--- config.mk ---
export PLATFORM = sky130hd
export DESIGN_NAME = boot_loader
export DESIGN_NICKNAME = d
export VERILOG_FILES = /design/src/rtl/boot_loader.sv
export SDC_FILE = /design/constraint.sdc
export NUM_CORES = 1
export LEC_CHECK = 0
export ABC_AREA = 1
export BUFFER_PORTS_ARGS = -buffer_cell sky130_fd_sc_hd__buf_2
export CAP_MARGIN = 20
export CORE_MARGIN = 2
export CORE_UTILIZATION = 50
export CTS_BUF_LIST = sky130_fd_sc_hd__clkbuf_16
export DETAILED_ROUTE_END_ITERATION = 16
export HOLD_SLACK_MARGIN = 0.08
export PLACE_DENSITY = 0.72
export REMOVE_ABC_BUFFERS = 1
export SETUP_SLACK_MARGIN = 0.05
export SYNTH_ARGS = -nofsm -noshare
export SYNTH_HDL_FRONTEND = slang
export SYNTH_SLANG_ARGS = --single-unit
--- constraint.sdc ---
create_clock -name clk -period 1.45 [get_ports clk]
set_input_delay 0.29 -clock clk [delete_from_list [all_inputs] [get_ports clk]]
set_output_delay 0.29 -clock clk [all_outputs]
set_load 0.01 [all_outputs]
--- src/rtl/boot_loader.sv ---
// Byte-serial program loader: assembles 16-bit words into instruction memory and
// holds the CPU in reset until the frame is complete. Option: BOOT_LOADER_CHECKSUM_EN.
module boot_loader #(
    parameter int ADDR_W = 8
) (
    input  logic              clk,
    input  logic              rst,
    input  logic              in_valid,
    input  logic [7:0]        in_data,
    output logic              in_ready,
    output logic              imem_we,
    output logic [ADDR_W-1:0] imem_addr,
    output logic [15:0]       imem_wdata,
    output logic              cpu_rst,
    output logic              done,
    output logic              err
);

    typedef enum logic [2:0] {IDLE, HI, LO, CHK, DONE, ERR} state_t;

    localparam logic [ADDR_W:0]   CNT_ONE  = (ADDR_W+1)'(1);
    localparam logic [ADDR_W:0]   CNT_FULL = {1'b1, {ADDR_W{1'b0}}};
    localparam logic [ADDR_W-1:0] ADDR_ONE = ADDR_W'(1);

    state_t            state;
    state_t            state_next;
    logic              run;
    logic              accept;
    logic              last_word;
    logic [ADDR_W:0]   word_cnt;
    logic [7:0]        hi_byte;
`ifdef BOOT_LOADER_CHECKSUM_EN
    logic [7:0]        chk_acc;
`endif

    assign accept    = in_valid & in_ready;
    assign last_word = (word_cnt == CNT_ONE);
    assign cpu_rst   = ~done;

    always_ff @(posedge clk) begin
        if (!rst) state <= IDLE;
        else      state <= state_next;
    end

    always_comb begin
        state_next = state;
        case (state)
            IDLE: if (accept) state_next = HI;
            HI:   if (accept) state_next = LO;
            LO: begin
                if (accept) begin
                    if (!last_word) state_next = HI;
                    else
`ifdef BOOT_LOADER_CHECKSUM_EN
                        state_next = CHK;
`else
                        state_next = DONE;
`endif
                end
            end
`ifdef BOOT_LOADER_CHECKSUM_EN
            CHK:  if (accept) state_next = (in_data == chk_acc) ? DONE : ERR;
`endif
            default: state_next = state;
        endcase
    end

    // run keeps in_ready low for the first cycle after reset is released
    always_comb begin
        in_ready = 1'b0;
        case (state)
            IDLE, HI, LO: in_ready = run;
`ifdef BOOT_LOADER_CHECKSUM_EN
            CHK:          in_ready = run;
`endif
            default:      in_ready = 1'b0;
        endcase
    end

    always_ff @(posedge clk) begin
        if (!rst) begin
            run        <= 1'b0;
            word_cnt   <= '0;
            imem_we    <= 1'b0;
            imem_addr  <= '0;
            imem_wdata <= '0;
            done       <= 1'b0;
        end else begin
            run     <= 1'b1;
            imem_we <= accept && (state == LO);
            // address advances at the end of the write pulse, wrapping after the last word
            if (imem_we) imem_addr <= imem_addr + ADDR_ONE;
            if (accept && (state == IDLE))
                word_cnt <= (in_data == 8'd0) ? CNT_FULL : (ADDR_W+1)'(in_data);
            if (accept && (state == LO)) begin
                word_cnt   <= word_cnt - CNT_ONE;
                imem_wdata <= {hi_byte, in_data};
            end
`ifdef BOOT_LOADER_CHECKSUM_EN
            done <= (state_next == DONE);
`else
            // one cycle later so the final write lands before the CPU is released
            done <= (state == DONE);
`endif
        end
    end

    always_ff @(posedge clk) begin
        if (accept && (state == HI)) hi_byte <= in_data;
    end

`ifdef BOOT_LOADER_CHECKSUM_EN
    always_ff @(posedge clk) begin
        if (!rst) begin
            chk_acc <= '0;
            err     <= 1'b0;
        end else begin
            if (state == IDLE)
                chk_acc <= '0;
            else if (accept && ((state == HI) || (state == LO)))
                chk_acc <= chk_acc ^ in_data;
            err <= (state_next == ERR);
        end
    end
`else
    assign err = 1'b0;
`endif

endmodule
# Word-level counts from Yosys, hierarchy flattened
# Cells that the tools add are included.
[word_totals] register_bits=47 latch_bits=0 mem_bits_rw=0 mem_bits_ro=0 output_inout_bits=29 memories=0
[classes] n_addsub=2 multipliers=0 n_div=0 n_lt_le_gt_ge=0 eq_ne=7 shift=0 muxes=10 n_bitwise=2 reduce_logical=9
[ops] operator="$mux 9" count=3
[ops] operator="$mux 3" count=4
[ops] operator="$eq 9x1->1 const B" count=1
[ops] operator="$pmux 3 s3" count=1
[ops] operator="$sub 9x1->9 const B" count=1
[ops] operator="$add 8x1->8 const B" count=1
[ops] operator="$logic_not 8->1" count=1
[ops] operator="$ne 2x2->1 const B" count=3
[ops] operator="$reduce_and 4->1" count=1
[ops] operator="$eq 3x1->1 const B" count=1
[ops] operator="$eq 3x2->1 const B" count=1
[ops] operator="$eq 3x3->1 const B" count=1
[ops] operator="$logic_and 1x1->1" count=3
[ops] operator="$logic_not 3->1" count=1
[ops] operator="$reduce_bool 3->1" count=1
[ops] operator="$reduce_or 3->1" count=1
[ops] operator="$mux 1" count=2
[ops] operator="$reduce_bool 2->1" count=1
[ops] operator="$and 1x1->1" count=1
[ops] operator="$not 1->1" count=1

# Longest topological paths before layout
[depth] word_depth=7 ltp_mapped=8 depth_no_buf=8

# Worst setup path before layout
# No wires, ideal clock.
[synth_timing] kind="reg-to-reg" from="register state[0]" to="register hi_byte[0] (enable)" arrival_ns=0.978 required_time_ns=1.126 slack_ns=0.148 stages_incl_launch_ff=6 path_buffers=0 path_cell_list="dfxtp_1 > a21oi_1 > nand2_1 > inv_1 > nand3_1 > inv_1"
[synth_between] elab_chain_cells=5 word_cells_on_any_way=7 classes_between="2 x eq/ne; 1 x mux; 1 x bitwise; 3 x reduce/logical"
[synth_lines] element="start, declared" line="25" source="state_t state;"
[synth_lines] element="start signal, assigned" line="42" source="else state <= state_next;"
[synth_lines] element="$eq 3x2->1, or another cell as far along" line="71" source="case (state)"
[synth_lines] element="$reduce_or 3->1 (*)" line="71"
[synth_lines] element="$mux 1 (*)" line="71"
[synth_lines] element="net in_ready" line="10" source="output logic in_ready,"
[synth_lines] element="$and 1x1->1 (*)" line="36" source="assign accept = in_valid & in_ready;"
[synth_lines] element="$logic_and 1x1->1 (*)" line="109" source="if (accept && (state == HI)) hi_byte <= in_data;"
[synth_lines] element="end signal, assigned" line="109"
[synth_lines] element="end, declared" line="31" source="logic [7:0] hi_byte;"
# Mark *: on every way through the listed nets, which the timed path passes. The rest lies on a longest branch.
# A chain may end at the register's enable or synchronous reset.

# Worst setup path after layout
[layout_timing] from="register state[2]" to="output port in_ready"
[layout_between] elab_chain_cells=3 word_cells_on_any_way=5 classes_between="2 x eq/ne; 1 x mux; 2 x reduce/logical"
[layout_lines] element="$eq 3x2->1, or another cell as far along" line="71"
[layout_lines] element="$reduce_or 3->1 (*)" line="71"
[layout_lines] element="$mux 1 (*)" line="71"
[layout_lines] element="end, declared" line="10"
# Mark *: on every way between the ends. The rest lies on a longest branch, timed or not.

==> flow_metrics.tcl <==
set metrics [dict create \
    outcome "completed" \
    syn_area_um2 2010 \
    critPathArrivalTime_ps 1050 \
    dpl.hpwl_um 3020 \
    ys_seq_area_frac 0.507 \
    overflow 0 \
    fin_area_um2 2430 \
    hold_buffers 0 \
    crit_slowest_cell "dfxtp_1" \
    synth_cell_types 27 \
    coreArea_um2 3940 \
    hold_end "hi_byte[3]$_DFFE_PP_" \
    grt_setup_unrepaired "yes" \
    min_period_ps 1340 \
    start_kind "flip-flop" \
    grtUsageTotal 0.195 \
    worstSetupPathType "flip-flop to primary output" \
    grt_max_degree 17 \
    crit_fanout 5 \
    rr_startpoint "imem_addr[0]$_SDFFE_PN0P_" \
    worstSkewPairLatency_ps 280 \
    finalCritPeriodShare 0.926 \
    synthToLayoutAreaGrowth_pct 20.6 \
    placed_area_um2 2260 \
    drive_above_1_share 0.226 \
    drt_iter0_markers 83 \
    p_leak_nw 1.05 \
    setup_viol 0 \
    final_common_cell "nand2_1" \
    via_per_inst 4.96 \
    hold_path_depth 1 \
    grt_pass1_vias 1479 \
    holdCritStartpoint "in_data[3]" \
    reg2regPathDepth 6 \
    crit_path_end_kind "primary output" \
    die_w_um 67.5 \
    antenna_found_initial 0 \
    cellPowerDensity_nw_per_um2 1090 \
    place.gp.congestion 0.843 \
    grt_pass1_wl_um 6620 \
    antennaDiodeCount 0 \
    crit_cells 4 \
    nets 309 \
    h-tree-depth 2 \
    die_area_um2 4550 \
    finalHoldViolations 0 \
    r2r-end "imem_addr[6]$_SDFFE_PN0P_" \
    drt_pass1_iterations 4 \
    fmax_ghz 0.745 \
    cts_made_buffers 5 \
    io_pins 40 \
    fillers 359 \
    wl_per_cell_um 11.8 \
    required_ps 1160 \
    place_worst_setup_slack_ps 60.4 \
    rows 23 \
    yosysWarningCount 0 \
    ant_nets 0 \
    clock_sinks 47 \
    die_y_um 67.5 \
    fin_worst_skew_ps 3.16 \
    r2r_slack_ps 140 \
    num_vias 1715 \
    drt_wl_total_um 4090 \
    syn_inst 251 \
    critPathTopFamily "flip-flops" \
    crit_path_cell_trace "a21oi_2, nand2_1, inv_1, buf_2" \
    path_buf_inv 2 \
    initial_core_util 0.511 \
    cts-root-buf "clkbuf_16" \
    avgSynthCellArea_um2 8.03 \
    io_buffer_count 38 \
    worstHoldPathType "input port to flip-flop" \
    cts_tree "yes" \
    synth-seq-cells 47 \
    layout_common_cells "59 x nand2_1, 40 x a21oi_1, 38 x buf_2" \
    finalWorstSetupSlack_ps 107 \
    peakVddDrop_v 0.000623 \
    max_stage_delay_ps 370 \
    clockBufferDepth 2 \
    drcViolationCount 0 \
    maxCapViolations 0 \
    finalMaxSlewViolations 0 \
    cts.clk_slew.worst_paths_ps 60 \
]
==> worst reg2reg max path, cell delays in order, from the launching register on <==
cell	delay, ps
dfxtp_1	380
ha_1	190
nand3_1	110
nor2_2	160
nand2_1	90
nor3b_1	180
nor3_1	70
==> layer usage <==
| layer | GRT usage | part of all wire | vias to the layer above |
|---|---|---|---|
| met2 | 0.310 | 0.47 | 31 |
| met1 | 0.259 | 0.48 | 757 |
| met3 | 0.0467 | 0.039 | 6 |
| met5 | 0 | 0 | - |
| met4 | 0.0689 | 0.015 | 0 |
| li1 | - | - | 921 |
==> repair_timing <==
action	in CTS	in global routing
setup endpoints to repair	3	20
gates cloned	0	0
buffers inserted	0	0
resized for setup	2	9
hold endpoints to repair	0	0
==> cells by family after synthesis <==
family                   Yosys count  synth area share
adder cells (fa/ha/maj)            3            0.0186
buffers and inverters             33            0.0770
flip-flops                        47             0.507
AND/OR/NAND/NOR                  106             0.236
other                              1           0.00186
AO/OA/AOI/OAI                     61             0.160
==> synth_stat cells <==
cell type	n	area, µm²
inv_2	1	3.75
conb_1	1	3.75
nor3b_1	1	7.51
nand4_4	1	21.3
inv_1	23	86.3
nand4_1	3	18.8
o22ai_1	1	6.26
dfxtp_1	39	781
nand3_1	14	70.1
a21boi_2	1	11.3
o21ai_0	14	70.1
nor3_1	4	20.0
buf_6	3	33.8
a31oi_1	1	6.26
clkbuf_1	3	11.3
buf_2	1	5.00
nor2_4	1	11.3
o31ai_1	1	7.51
nor2_1	20	75.1
edfxtp_1	8	240
a21oi_1	41	205
nand2_1	59	221
o21bai_1	1	7.51
nand3_2	3	30.0
o21a_1	1	7.51
ha_1	3	37.5
buf_4	2	15.0
==> power by group <==
| part | internal (mW) | leakage, nW | switching [mW] | total (mW) |
|---|---|---|---|---|
| registers | 1.35 | 0.390 | 0.0261 | 1.38 |
| logic | 0.0769 | 0.584 | 0.133 | 0.210 |
| clock network | 0.622 | 0.0724 | 0.431 | 1.05 |
| total | 2.05 | 1.05 | 0.590 | 2.64 |
==> metrics by stage <==
| step | instances | setup TNS [ps] | util | power [mW] | hold WS [ps] |
|---|---|---|---|---|---|
| 3_5_place_dp | 338 | 0 | 0.574 | 1.61 | 452 |
| 3_3_place_gp | 338 | 0 | 0.574 | 1.61 | 448 |
| 5_1_grt | 346 | -5.79 | 0.616 | 2.76 | 198 |
| 4_1_cts | 346 | 0 | 0.610 | 2.66 | 199 |
| 2_1_floorplan | 242 | 0 | - | 1.53 | 318 |
| 6_report | 346 | 0 | 0.616 | 2.64 | 206 |
==> worst max-delay path by stage <==
stage | slack [ps] | to | startpoint
2_1_floorplan | 20 | word_cnt[3]$_SDFFE_PN0P_ | state[0]$_SDFFE_PN0P_
3_3_place_gp | 110 | imem_addr[6]$_SDFFE_PN0P_ | imem_addr[1]$_SDFFE_PN0P_
3_5_place_dp | 60 | imem_addr[6]$_SDFFE_PN0P_ | imem_addr[1]$_SDFFE_PN0P_
4_1_cts | 50 | in_ready | state[0]$_SDFFE_PN0P_
5_1_grt | -6 | imem_addr[6]$_SDFFE_PN0P_ | imem_addr[0]$_SDFFE_PN0P_
6_report | 110 | in_ready | state[2]$_SDFFE_PN0P_
==> flip-flops by register name, summed over array words and instances, names as in the netlist <==
signal      flops
run             1
hi_byte         8
imem_wdata     16
imem_addr       8
done            1
state           3
word_cnt        9
imem_we         1
==> area by class of cell <==
class                   instances  area (µm²)  area share
clock buffers                   5         125      0.0515
multi-input cells             171         857       0.353
clock inverters                 3        12.5     0.00515
flip-flops and latches         47        1030       0.422
inverters                      24        92.6      0.0381
well taps                      50        62.6      0.0257
repair buffers                 46         254       0.105
No activity file was read; power rests on OpenSTA's default activity.
